--- src/rtl/mt_perf_monitor_pkg.sv ---
// Shared types and constants for the multi-thread performance monitor.
// A lane thread ID at or above the thread count marks that lane as idle.
package mt_perf_monitor_pkg;

  localparam int TID_W = 3;
  localparam int NUM_ALUs = 3;
  localparam int NUM_ALUS_DEF = NUM_ALUs;
  localparam int NUM_THREADS_DEF = 4;
  localparam logic [TID_W-1:0] TID_IDLE = 3'd7;

  typedef enum logic [1:0] {
    TS_WAIT,
    TS_SETTLE,
    TS_PASS,
    TS_FAIL
  } thr_state_e;

  typedef enum logic {
    GS_RUN,
    GS_HALT
  } glb_state_e;

  function automatic logic tid_active(input logic [TID_W-1:0] tid, input int num_threads);
    return 32'(tid) < num_threads;
  endfunction

endpackage

--- src/rtl/mt_perf_monitor_verdict.sv ---
// Per-thread verdict FSM: waits for done, settles, then samples pass.
// Exposes its state for the top level and for external checkers.
module mt_thread_verdict
  import mt_perf_monitor_pkg::*;
#(
  parameter int CNT_W         = 32,
  parameter int SETTLE_CYCLES = 4
) (
  input  logic             clk,
  input  logic             rst,
  input  logic             clr_i,
  input  logic             done_i,
  input  logic             pass_i,
  input  logic             force_fail_i,
  input  logic [CNT_W-1:0] cycle_count_i,
  output thr_state_e       state_o,
  output logic             pass_o,
  output logic             fail_o,
  output logic [CNT_W-1:0] cycles_o
);

  localparam logic [3:0] SETTLE_LOAD = 4'(SETTLE_CYCLES - 1);

  thr_state_e       state_q, state_d;
  logic [3:0]       settle_q, settle_d;
  logic [CNT_W-1:0] cycles_q, cycles_d;
  logic             pass_q, fail_q;

  always_comb begin
    state_d  = state_q;
    settle_d = settle_q;
    cycles_d = cycles_q;
    case (state_q)
      TS_WAIT: begin
        // A forced fail wins over a done arriving on the same edge.
        if (force_fail_i) begin
          state_d = TS_FAIL;
        end else if (done_i) begin
          state_d  = TS_SETTLE;
          settle_d = SETTLE_LOAD;
          cycles_d = cycle_count_i;
        end
      end
      TS_SETTLE: begin
        // The sampled verdict wins over a forced fail on the same edge.
        if (settle_q == 4'd0) begin
          state_d = pass_i ? TS_PASS : TS_FAIL;
        end else begin
          settle_d = settle_q - 4'd1;
          if (force_fail_i) state_d = TS_FAIL;
        end
      end
      default: ;
    endcase
  end

  always_ff @(posedge clk or negedge rst) begin
    if (!rst) begin
      state_q  <= TS_WAIT;
      settle_q <= '0;
      cycles_q <= '0;
      pass_q   <= 1'b0;
      fail_q   <= 1'b0;
    end else if (clr_i) begin
      state_q  <= TS_WAIT;
      settle_q <= '0;
      cycles_q <= '0;
      pass_q   <= 1'b0;
      fail_q   <= 1'b0;
    end else begin
      state_q  <= state_d;
      settle_q <= settle_d;
      cycles_q <= cycles_d;
      pass_q   <= (state_d == TS_PASS);
      fail_q   <= (state_d == TS_FAIL);
    end
  end

  assign state_o  = state_q;
  assign pass_o   = pass_q;
  assign fail_o   = fail_q;
  assign cycles_o = cycles_q;

endmodule

--- src/rtl/mt_perf_monitor.sv ---
// Per-thread completion and performance monitor: global RUN/HALT FSM, issue
// popcount and saturating counters. MT_PERF_THREAD_INST_EN adds per-thread issue counts.
module mt_perf_monitor
  import mt_perf_monitor_pkg::*;
#(
  parameter int NUM_THREADS    = NUM_THREADS_DEF,
  parameter int NUM_ALUS       = NUM_ALUS_DEF,
  parameter int CNT_W          = 32,
  parameter int SETTLE_CYCLES  = 4,
  parameter int TIMEOUT_CYCLES = 100000
) (
  input  logic                         clk,
  input  logic                         rst,
  input  logic                         clr_i,
  input  logic [NUM_ALUS*TID_W-1:0]    dispatch_tid_i,
  input  logic [NUM_THREADS-1:0]       done_i,
  input  logic [NUM_THREADS-1:0]       pass_i,
  output logic [NUM_THREADS-1:0]       thread_pass_o,
  output logic [NUM_THREADS-1:0]       thread_fail_o,
  output logic                         timeout_o,
  output logic                         all_done_o,
  output logic                         all_pass_o,
  output logic [CNT_W-1:0]             cycle_count_o,
  output logic [CNT_W-1:0]             inst_count_o,
  output logic [NUM_THREADS*CNT_W-1:0] thread_cycles_o
`ifdef MT_PERF_THREAD_INST_EN
  ,
  output logic [NUM_THREADS*CNT_W-1:0] thread_inst_o
`endif
);

  localparam int SUM_W = $clog2(NUM_ALUS + 1);
  localparam logic [CNT_W-1:0] TIMEOUT_AT = CNT_W'(TIMEOUT_CYCLES - 1);

  glb_state_e             gstate_q, gstate_d;
  logic [CNT_W-1:0]       cycle_q, cycle_d;
  logic [CNT_W-1:0]       inst_q, inst_d;
  logic [CNT_W:0]         inst_sum;
  logic [SUM_W-1:0]       lane_sum;
  logic                   timeout_q, all_done_q, all_pass_q;
  logic                   run, timeout_hit, all_resolved;
  thr_state_e             thr_state [NUM_THREADS];
  logic [NUM_THREADS-1:0] thr_pass, thr_fail, thr_resolved;

  assign run = (gstate_q == GS_RUN);
  assign timeout_hit = (TIMEOUT_CYCLES != 0) && run && (cycle_q == TIMEOUT_AT);

  for (genvar t = 0; t < NUM_THREADS; t++) begin : g_thr
    mt_thread_verdict #(
      .CNT_W        (CNT_W),
      .SETTLE_CYCLES(SETTLE_CYCLES)
    ) u_verdict (
      .clk          (clk),
      .rst          (rst),
      .clr_i        (clr_i),
      .done_i       (done_i[t]),
      .pass_i       (pass_i[t]),
      .force_fail_i (timeout_hit),
      .cycle_count_i(cycle_q),
      .state_o      (thr_state[t]),
      .pass_o       (thr_pass[t]),
      .fail_o       (thr_fail[t]),
      .cycles_o     (thread_cycles_o[t*CNT_W +: CNT_W])
    );
    assign thr_resolved[t] = (thr_state[t] == TS_PASS) || (thr_state[t] == TS_FAIL);
  end

  assign all_resolved = &thr_resolved;

  always_comb begin
    lane_sum = '0;
    for (int l = 0; l < NUM_ALUS; l++) begin
      if (tid_active(dispatch_tid_i[l*TID_W +: TID_W], NUM_THREADS)) begin
        lane_sum = lane_sum + SUM_W'(1);
      end
    end
  end

  always_comb begin
    gstate_d = gstate_q;
    cycle_d  = cycle_q;
    inst_d   = inst_q;
    inst_sum = {1'b0, inst_q} + (CNT_W + 1)'(lane_sum);
    if (run) begin
      if (all_resolved) gstate_d = GS_HALT;
      if (cycle_q != '1) cycle_d = cycle_q + CNT_W'(1);
      inst_d = inst_sum[CNT_W] ? '1 : inst_sum[CNT_W-1:0];
    end
  end

  always_ff @(posedge clk or negedge rst) begin
    if (!rst) begin
      gstate_q   <= GS_RUN;
      cycle_q    <= '0;
      inst_q     <= '0;
      timeout_q  <= 1'b0;
      all_done_q <= 1'b0;
      all_pass_q <= 1'b0;
    end else if (clr_i) begin
      gstate_q   <= GS_RUN;
      cycle_q    <= '0;
      inst_q     <= '0;
      timeout_q  <= 1'b0;
      all_done_q <= 1'b0;
      all_pass_q <= 1'b0;
    end else begin
      gstate_q   <= gstate_d;
      cycle_q    <= cycle_d;
      inst_q     <= inst_d;
      timeout_q  <= timeout_q | timeout_hit;
      all_done_q <= (gstate_d == GS_HALT);
      // Verdicts are already final by the time HALT is entered.
      all_pass_q <= (gstate_d == GS_HALT) & ~|thr_fail;
    end
  end

  assign thread_pass_o = thr_pass;
  assign thread_fail_o = thr_fail;
  assign timeout_o     = timeout_q;
  assign all_done_o    = all_done_q;
  assign all_pass_o    = all_pass_q;
  assign cycle_count_o = cycle_q;
  assign inst_count_o  = inst_q;

`ifdef MT_PERF_THREAD_INST_EN
  logic [CNT_W-1:0] tinst_q [NUM_THREADS];
  logic [CNT_W-1:0] tinst_d [NUM_THREADS];
  logic [SUM_W-1:0] tlane   [NUM_THREADS];
  logic [CNT_W:0]   tsum    [NUM_THREADS];

  always_comb begin
    for (int t = 0; t < NUM_THREADS; t++) begin
      tlane[t] = '0;
      for (int l = 0; l < NUM_ALUS; l++) begin
        if (32'(dispatch_tid_i[l*TID_W +: TID_W]) == t) tlane[t] = tlane[t] + SUM_W'(1);
      end
      tsum[t]    = {1'b0, tinst_q[t]} + (CNT_W + 1)'(tlane[t]);
      tinst_d[t] = tinst_q[t];
      if ((thr_state[t] == TS_WAIT) || (thr_state[t] == TS_SETTLE)) begin
        tinst_d[t] = tsum[t][CNT_W] ? '1 : tsum[t][CNT_W-1:0];
      end
    end
  end

  always_ff @(posedge clk or negedge rst) begin
    if (!rst) begin
      for (int t = 0; t < NUM_THREADS; t++) tinst_q[t] <= '0;
    end else if (clr_i) begin
      for (int t = 0; t < NUM_THREADS; t++) tinst_q[t] <= '0;
    end else begin
      for (int t = 0; t < NUM_THREADS; t++) tinst_q[t] <= tinst_d[t];
    end
  end

  for (genvar t = 0; t < NUM_THREADS; t++) begin : g_tinst_out
    assign thread_inst_o[t*CNT_W +: CNT_W] = tinst_q[t];
  end
`endif

endmodule

--- config.mk ---
export PLATFORM = sky130hd
export DESIGN_NAME = mt_perf_monitor
export DESIGN_NICKNAME = d
export VERILOG_FILES = /design/src/rtl/mt_perf_monitor_pkg.sv /design/src/rtl/mt_perf_monitor_verdict.sv /design/src/rtl/mt_perf_monitor.sv
export SDC_FILE = /design/constraint.sdc
export NUM_CORES = 1
export LEC_CHECK = 0
export ABC_AREA = 1
export CAP_MARGIN = 20
export CORE_MARGIN = 4
export CORE_UTILIZATION = 53
export CTS_BUF_LIST = sky130_fd_sc_hd__clkbuf_16
export CTS_CLUSTER_SIZE = 40
export DETAILED_ROUTE_END_ITERATION = 16
export GPL_ROUTABILITY_DRIVEN = 0
export HOLD_SLACK_MARGIN = 0.03
export MAX_ROUTING_LAYER = met4
export PLACE_DENSITY_LB_ADDON = 0.3
export RECOVER_POWER = 25
export SKIP_LAST_GASP = 1
export SYNTH_ARGS = -nofsm -noshare
export SYNTH_HDL_FRONTEND = slang
export SYNTH_SLANG_ARGS = --single-unit
--- constraint.sdc ---
create_clock -name clk -period 2.8 [get_ports clk]
set_input_delay 0.56 -clock clk [delete_from_list [all_inputs] [get_ports clk]]
set_output_delay 0.56 -clock clk [all_outputs]
set_load 0.01 [all_outputs]
-- After elaboration in Yosys (flattened, before gate mapping)
Cells that the tools add are included.
- bits of input ports: 20
- output and inout port bits: 203
- bits in registers: 227
- logic and storage cells: 199
- bitwise operators: 3
- reductions and logical operators: 38
- order comparisons: 3
- muxes and demuxes: 86
- equality and inequality tests: 36
- $add $sub $neg: 8
- operators by type and width (kind ; count):
    $mux W32 ; 22
    $mux W4 ; 16
    $mux W2 ; 22
    $ne A3 B3 Y1 const B ; 12
    $add A32 B2 Y33 ; 1
    $add A32 B1 Y32 const B ; 1
    $eq A2 B2 Y1 const B ; 16
    $eq A32 B17 Y1 const B ; 1
    $ne A32 B32 Y1 const B ; 1
    $pmux W4 S2 ; 4
    $reduce_and A4 Y1 ; 5
    $mux W1 ; 18
    $reduce_bool A2 Y1 ; 9
    $logic_not A4 Y1 ; 4
    $pmux W2 S2 ; 4
    $sub A4 B1 Y4 const B ; 4
    $reduce_and A3 Y1 ; 4
    $reduce_bool A3 Y1 ; 4
    $lt A3 B3 Y1 const B ; 3
    $eq A2 B1 Y1 const B ; 4
    $logic_not A2 Y1 ; 4
    $logic_or A1 B1 Y1 ; 4
    $ne A2 B2 Y1 const B ; 2
    $reduce_or A4 Y1 ; 1
    8 further kinds ; 8

-- Longest topological paths before layout
- depth after elaboration: 10
- mapped depth: 16
- mapped depth without buffers: 16

-- Modules after synthesis
From an unflattened synthesis, not the netlist that was laid out.
- cell total of the unflattened synthesis: 1548
- area, all modules: 11928.9 sq um
- modules (own cells, without submodules) (module ; area an instance (sq um) ; cells each ; times used ; sequential area each (sq um)):
    mt_thread_verdict ; 1735.4 ; 198 ; 4 ; 1001.0
    mt_perf_monitor ; 4987.3 ; 756 ; 1 ; 1676.6

-- Worst setup path before layout
No wires, ideal clock.
- path kind: input to register
- start: input dispatch_tid_i[2]
- end: register inst_q[6], in the netlist inst_count_o[6]
- cell stages on the path: 15
- required time: 2679 ps
- buffers on the path: 1
- slack: 178 ps
- data arrival time: 2501 ps
- library setup time: 121 ps
- cell sequence: inv_1 ha_1 xnor2_1 ha_1 fa_1 nand2_1 inv_1 nand2_1 inv_1 nand2_1 nor2_1 nand2_1 buf_2 nand2_1 a22o_1
- longest elaborated chain between the ends: 10
- RTL lines (element ; line ; source):
    start, declared ; mt_perf_monitor.sv:15 ; input logic [NUM_ALUS*TID_W-1:0] dispatch_tid_i,
    $lt A3 B3 Y1 * ; mt_perf_monitor_pkg.sv:24 ; return 32'(tid) < num_threads;
    $mux W1 * ; mt_perf_monitor.sv:73 ; if (tid_active(dispatch_tid_i[l*TID_W +: TID_W], NUM_THREADS)) begin
    $add A1 B1 Y2 ; mt_perf_monitor.sv:74 ; lane_sum = lane_sum + SUM_W'(1);
    $mux W2 * ; mt_perf_monitor.sv:73 ;
    $add A2 B1 Y2 ; mt_perf_monitor.sv:74 ;
    $mux W2 * ; mt_perf_monitor.sv:73 ;
    $add A32 B2 Y33 * ; mt_perf_monitor.sv:83 ; inst_sum = {1'b0, inst_q} + (CNT_W + 1)'(lane_sum);
    $mux W32 * ; mt_perf_monitor.sv:87 ; inst_d = inst_sum[CNT_W] ? '1 : inst_sum[CNT_W-1:0];
    $mux W32 * ; mt_perf_monitor.sv:84 ; if (run) begin
    $mux W32 * ; mt_perf_monitor.sv:99 ; end else if (clr_i) begin
    end signal, assigned ; mt_perf_monitor.sv:109 ; inst_q <= inst_d;
    end, declared ; mt_perf_monitor.sv:37 ; logic [CNT_W-1:0] inst_q, inst_d;
Every way passes the cells marked *; elsewhere a longest branch is shown, timed or not. The select of a mux whose other input is x is not followed.
A chain may end at the register's enable or synchronous reset.

-- Worst setup path after layout
- start: input dispatch_tid_i[5]
- end: register inst_q[26], in the netlist inst_count_o[26]
- longest elaborated chain between the ends: 8
- RTL lines (element ; line):
    $lt A3 B3 Y1 * ; mt_perf_monitor_pkg.sv:24
    $mux W2 * ; mt_perf_monitor.sv:73
    $add A2 B1 Y2 ; mt_perf_monitor.sv:74
    $mux W2 * ; mt_perf_monitor.sv:73
    $add A32 B2 Y33 * ; mt_perf_monitor.sv:83
    $mux W32 * ; mt_perf_monitor.sv:87
    $mux W32 * ; mt_perf_monitor.sv:84
    $mux W32 * ; mt_perf_monitor.sv:99
Marked as above.

==> qor.yml <==
critical_path:
  cpMaxStageDelayCell: "clkdlybuf4s50_1"
  crit_family: "buffers and inverters"
  r2r_cells: 12
  path_cells: "clkdlybuf4s50_1 -> inv_1 -> ha_1 -> xnor2_1 -> ha_2 -> fa_2 -> nand2_1 -> inv_1 -> buf_4 -> nand2_1 -> inv_1 -> nand2_2 -> inv_1 -> nand3_1 -> nand3_1 -> nand2_1 -> o21ai_0"
  setup.worst_path.start_class: "input port"
  critical-path-max-stage-delay_ns: 0.49
  crit_required_ns: 3.18
  worstSetupPathType: "in -> reg"
  worst-path-buf-inv: 6
  critPathMaxFanout: 3
  cp-end-kind: "register"
  path_common_cell: "inv_1"
  cp.depth: 17
  startpoint: "dispatch_tid_i[5]"
  arrival_ns: 3.01
  r2r-start: "cycle_count_o[0]$_DFFE_PN0P_"
routing:
  drtPass1Iterations: 6
  avgRoutedWirePerCell_um: 16.9
  vias: 10980
  via_per_inst: 5.50
  initialDrtViolationCount: 1082
  antenna_left: 0
  drc_errors: 0
  finalWirelength_um: 33600
cts:
  clockBufferDepth: 3
  cts_buffers: 24
  tritoncts: "yes"
  clockRootBuffer: "clkbuf_16"
  ctsHoldBuffers: 0
  htreeDepth: 1
  postCtsResizedCells: 0
  clkLatencyLatePin_ns: 0.52
  cts_setup_buffers: 0
  cts.sinks: 227
  cts.clk_slew.worst_paths_ns: 0.06
die:
  die_y_um: 156
  die_w_um: 156
  core-area_sq_mm: 0.0213
  die_area_sq_mm: 0.0244
  row_count: 53
  io_pins: 223
  initial_core_util_pct: 54.6
final_layout:
  post-route-util_pct: 69.3
  finalInstanceArea_sq_mm: 0.0147
  layout_common_cells: "nand2_1 (390), dfrtp_1 (227), clkdlybuf4s50_1 (214), nor2_1 (163), inv_1 (150)"
  area_delta_synth_final_pct: 26.8
  final_nets: 1741
  seqCellArea_sq_mm: 0.00568
  fill_cells: 1752
  final_common_cell: "nand2_1"
  diodes: 0
  multiInputGateArea_sq_mm: 0.00495
  final_cells: 1995
  drive_gt1_share_pct: 6.05
logic_synthesis:
  synth_cell_type_count: 36
  yosysTopAreaCellShare_pct: 48.8
  synthesis.nets: 1532
  synthesis.area_sq_mm: 0.0116
  synth_area_leaders: "dfrtp_1 (49%), nand2_1 (13%), o21ai_0 (6.5%)"
  synth.yosys.seq_area_share_pct: 48.8
  syn_avg_cell_area_sq_um: 7.76
  synth_cells: 1498
  synth_top_area_cell: "dfrtp_1"
  synth_seq_cells: 227
  synth_warnings: 0
timing:
  setup_slack_ns: 0.168
  period_minus_slack_ns: 2.63
  setup_viol: 0
  finalMaxSlewViolations: 81
  fmaxAchievable_mhz: 380
  holdWs_ns: 0.477
  skew_ns: 0.0189
  hold_viol_final: 0
  fin_crit_sh_pct: 94.0
  slew-limit-headroom_pct: -36.3
  setup_tns_ns: 0
  worst_slew_pin_slew_ns: 2.04
placement:
  dp_cells: 1955
  dp_slack_ns: -0.522
  hpwl_um: 23900
  place_area_sq_mm: 0.0141
  portBuffers: 216
hold_path:
  min_from: "g_thr[2].u_verdict.settle_q[0]$_DFFE_PN0P_"
  min_path_cells: 2
  min_path_type: "reg -> reg"
global_route:
  antenna_found_initial: 0
  track_usage_pct: 28.1
  grt_remaining_overflow: 0
  grt_pass1_wl_um: 54800
  grt_start_max_net_pins: 82
  grt_pass1_vias: 10748
pwr:
  peakVddDrop_uv: 470
  p_total_mw: 7.23
  powerDensity_mw_per_mm2: 491
  p_leak_nw: 6.60
outcome:
  run_status: "finished with violations"
  violations: "max-capacitance violations, max-slew violations"
job:
  cap_violations: 1
==> final timing paths <==
check / to / slack (ns)
max reg2reg: g_thr[2].u_verdict.cycles_o[10]$_DFFE_PN0P_ / 0.32
max in group asynchronous: g_thr[3].u_verdict.cycles_o[23]$_DFFE_PN0P_ / 0.53
max: inst_count_o[26]$_DFFE_PN0P_ / 0.17
min reg2reg: g_thr[2].u_verdict.settle_q[0]$_DFFE_PN0P_ / 0.48
min: g_thr[2].u_verdict.settle_q[0]$_DFFE_PN0P_ / 0.48
min in group asynchronous: g_thr[0].u_verdict.cycles_o[3]$_DFFE_PN0P_ / 0.64
==> registers in the layout (all words and copies together) (netlist names) <==
name	cells
inst_count_o	32
g_thr.u_verdict.settle_q	16
g_thr.u_verdict.state_o	8
cycle_count_o	32
g_thr.u_verdict.fail_o	4
g_thr.u_verdict.cycles_o	128
g_thr.u_verdict.pass_o	4
all_pass_o	1
timeout_o	1
all_done_o	1
==> logic make-up (layout without fill, tap and decap cells) <==
| kind of cell | after synthesis | after routing | synth area share, % |
|---|---|---|---|
| AND/OR/NAND/NOR | 795 | 795 | 29.6 |
| flip-flops | 227 | 227 | 48.8 |
| buffers and inverters | 225 | 447 | 8.70 |
| AO/OA/AOI/OAI | 212 | 212 | 9.44 |
| XOR/XNOR | 25 | 25 | 1.88 |
| adder cells (fa/ha/maj) | 14 | 14 | 1.57 |
==> where the power goes <==
group,internal (mW),switching (mW),total [mW],leakage (nW)
sequential,3.37,0.0868,3.46,3.14
combinational,0.294,0.577,0.871,3.10
clock,1.63,1.27,2.91,0.357
==> synth_stat cells <==
library cell    n
a21oi_1         9
a22o_1          1
a41oi_1         1
buf_1           7
buf_2          15
buf_4          17
buf_6          11
clkbuf_1       16
dfrtp_1       227
fa_1            1
ha_1           13
inv_1         148
inv_2          10
inv_4           1
nand2_1       392
nand2_2         5
nand2_4         2
nand3_1       146
nand3_2         4
nand3_4         2
nand3b_1        3
nand4_1        33
nor2_1        165
nor2_4          2
nor3_1         31
nor3_2          4
nor3b_1         1
nor4_1          4
o211ai_1        3
o21ai_0       150
o21ai_1        42
o21ai_2         5
o21bai_1        1
or4_1           1
xnor2_1         4
xor2_1         21
==> cell type report <==
| class | instances | area share (%) |
|---|---|---|
| sequential | 227 | 38.5 |
| multi-input combinational | 1046 | 33.6 |
| timing repair buffer | 249 | 16.8 |
| clock buffer | 24 | 4.07 |
| inverter | 159 | 4.07 |
| tap | 275 | 2.33 |
| clock inverter | 15 | 0.662 |
==> tightest hold or removal path, cell delays in order, from the launching register on <==
cell and delay [ns]:
dfrtp_1 0.35, nand2_1 0.05, nand2_1 0.05
==> layer usage <==
metal,vias to the layer above,track usage (%),share of wire (%)
met2,476,45.4,48
met3,73,3.52,7.0
met4,0,7.23,2.7
met5,-,-,0
met1,5176,38.1,42
li1,5255,-,-
No activity file was read; power rests on OpenSTA's default activity.
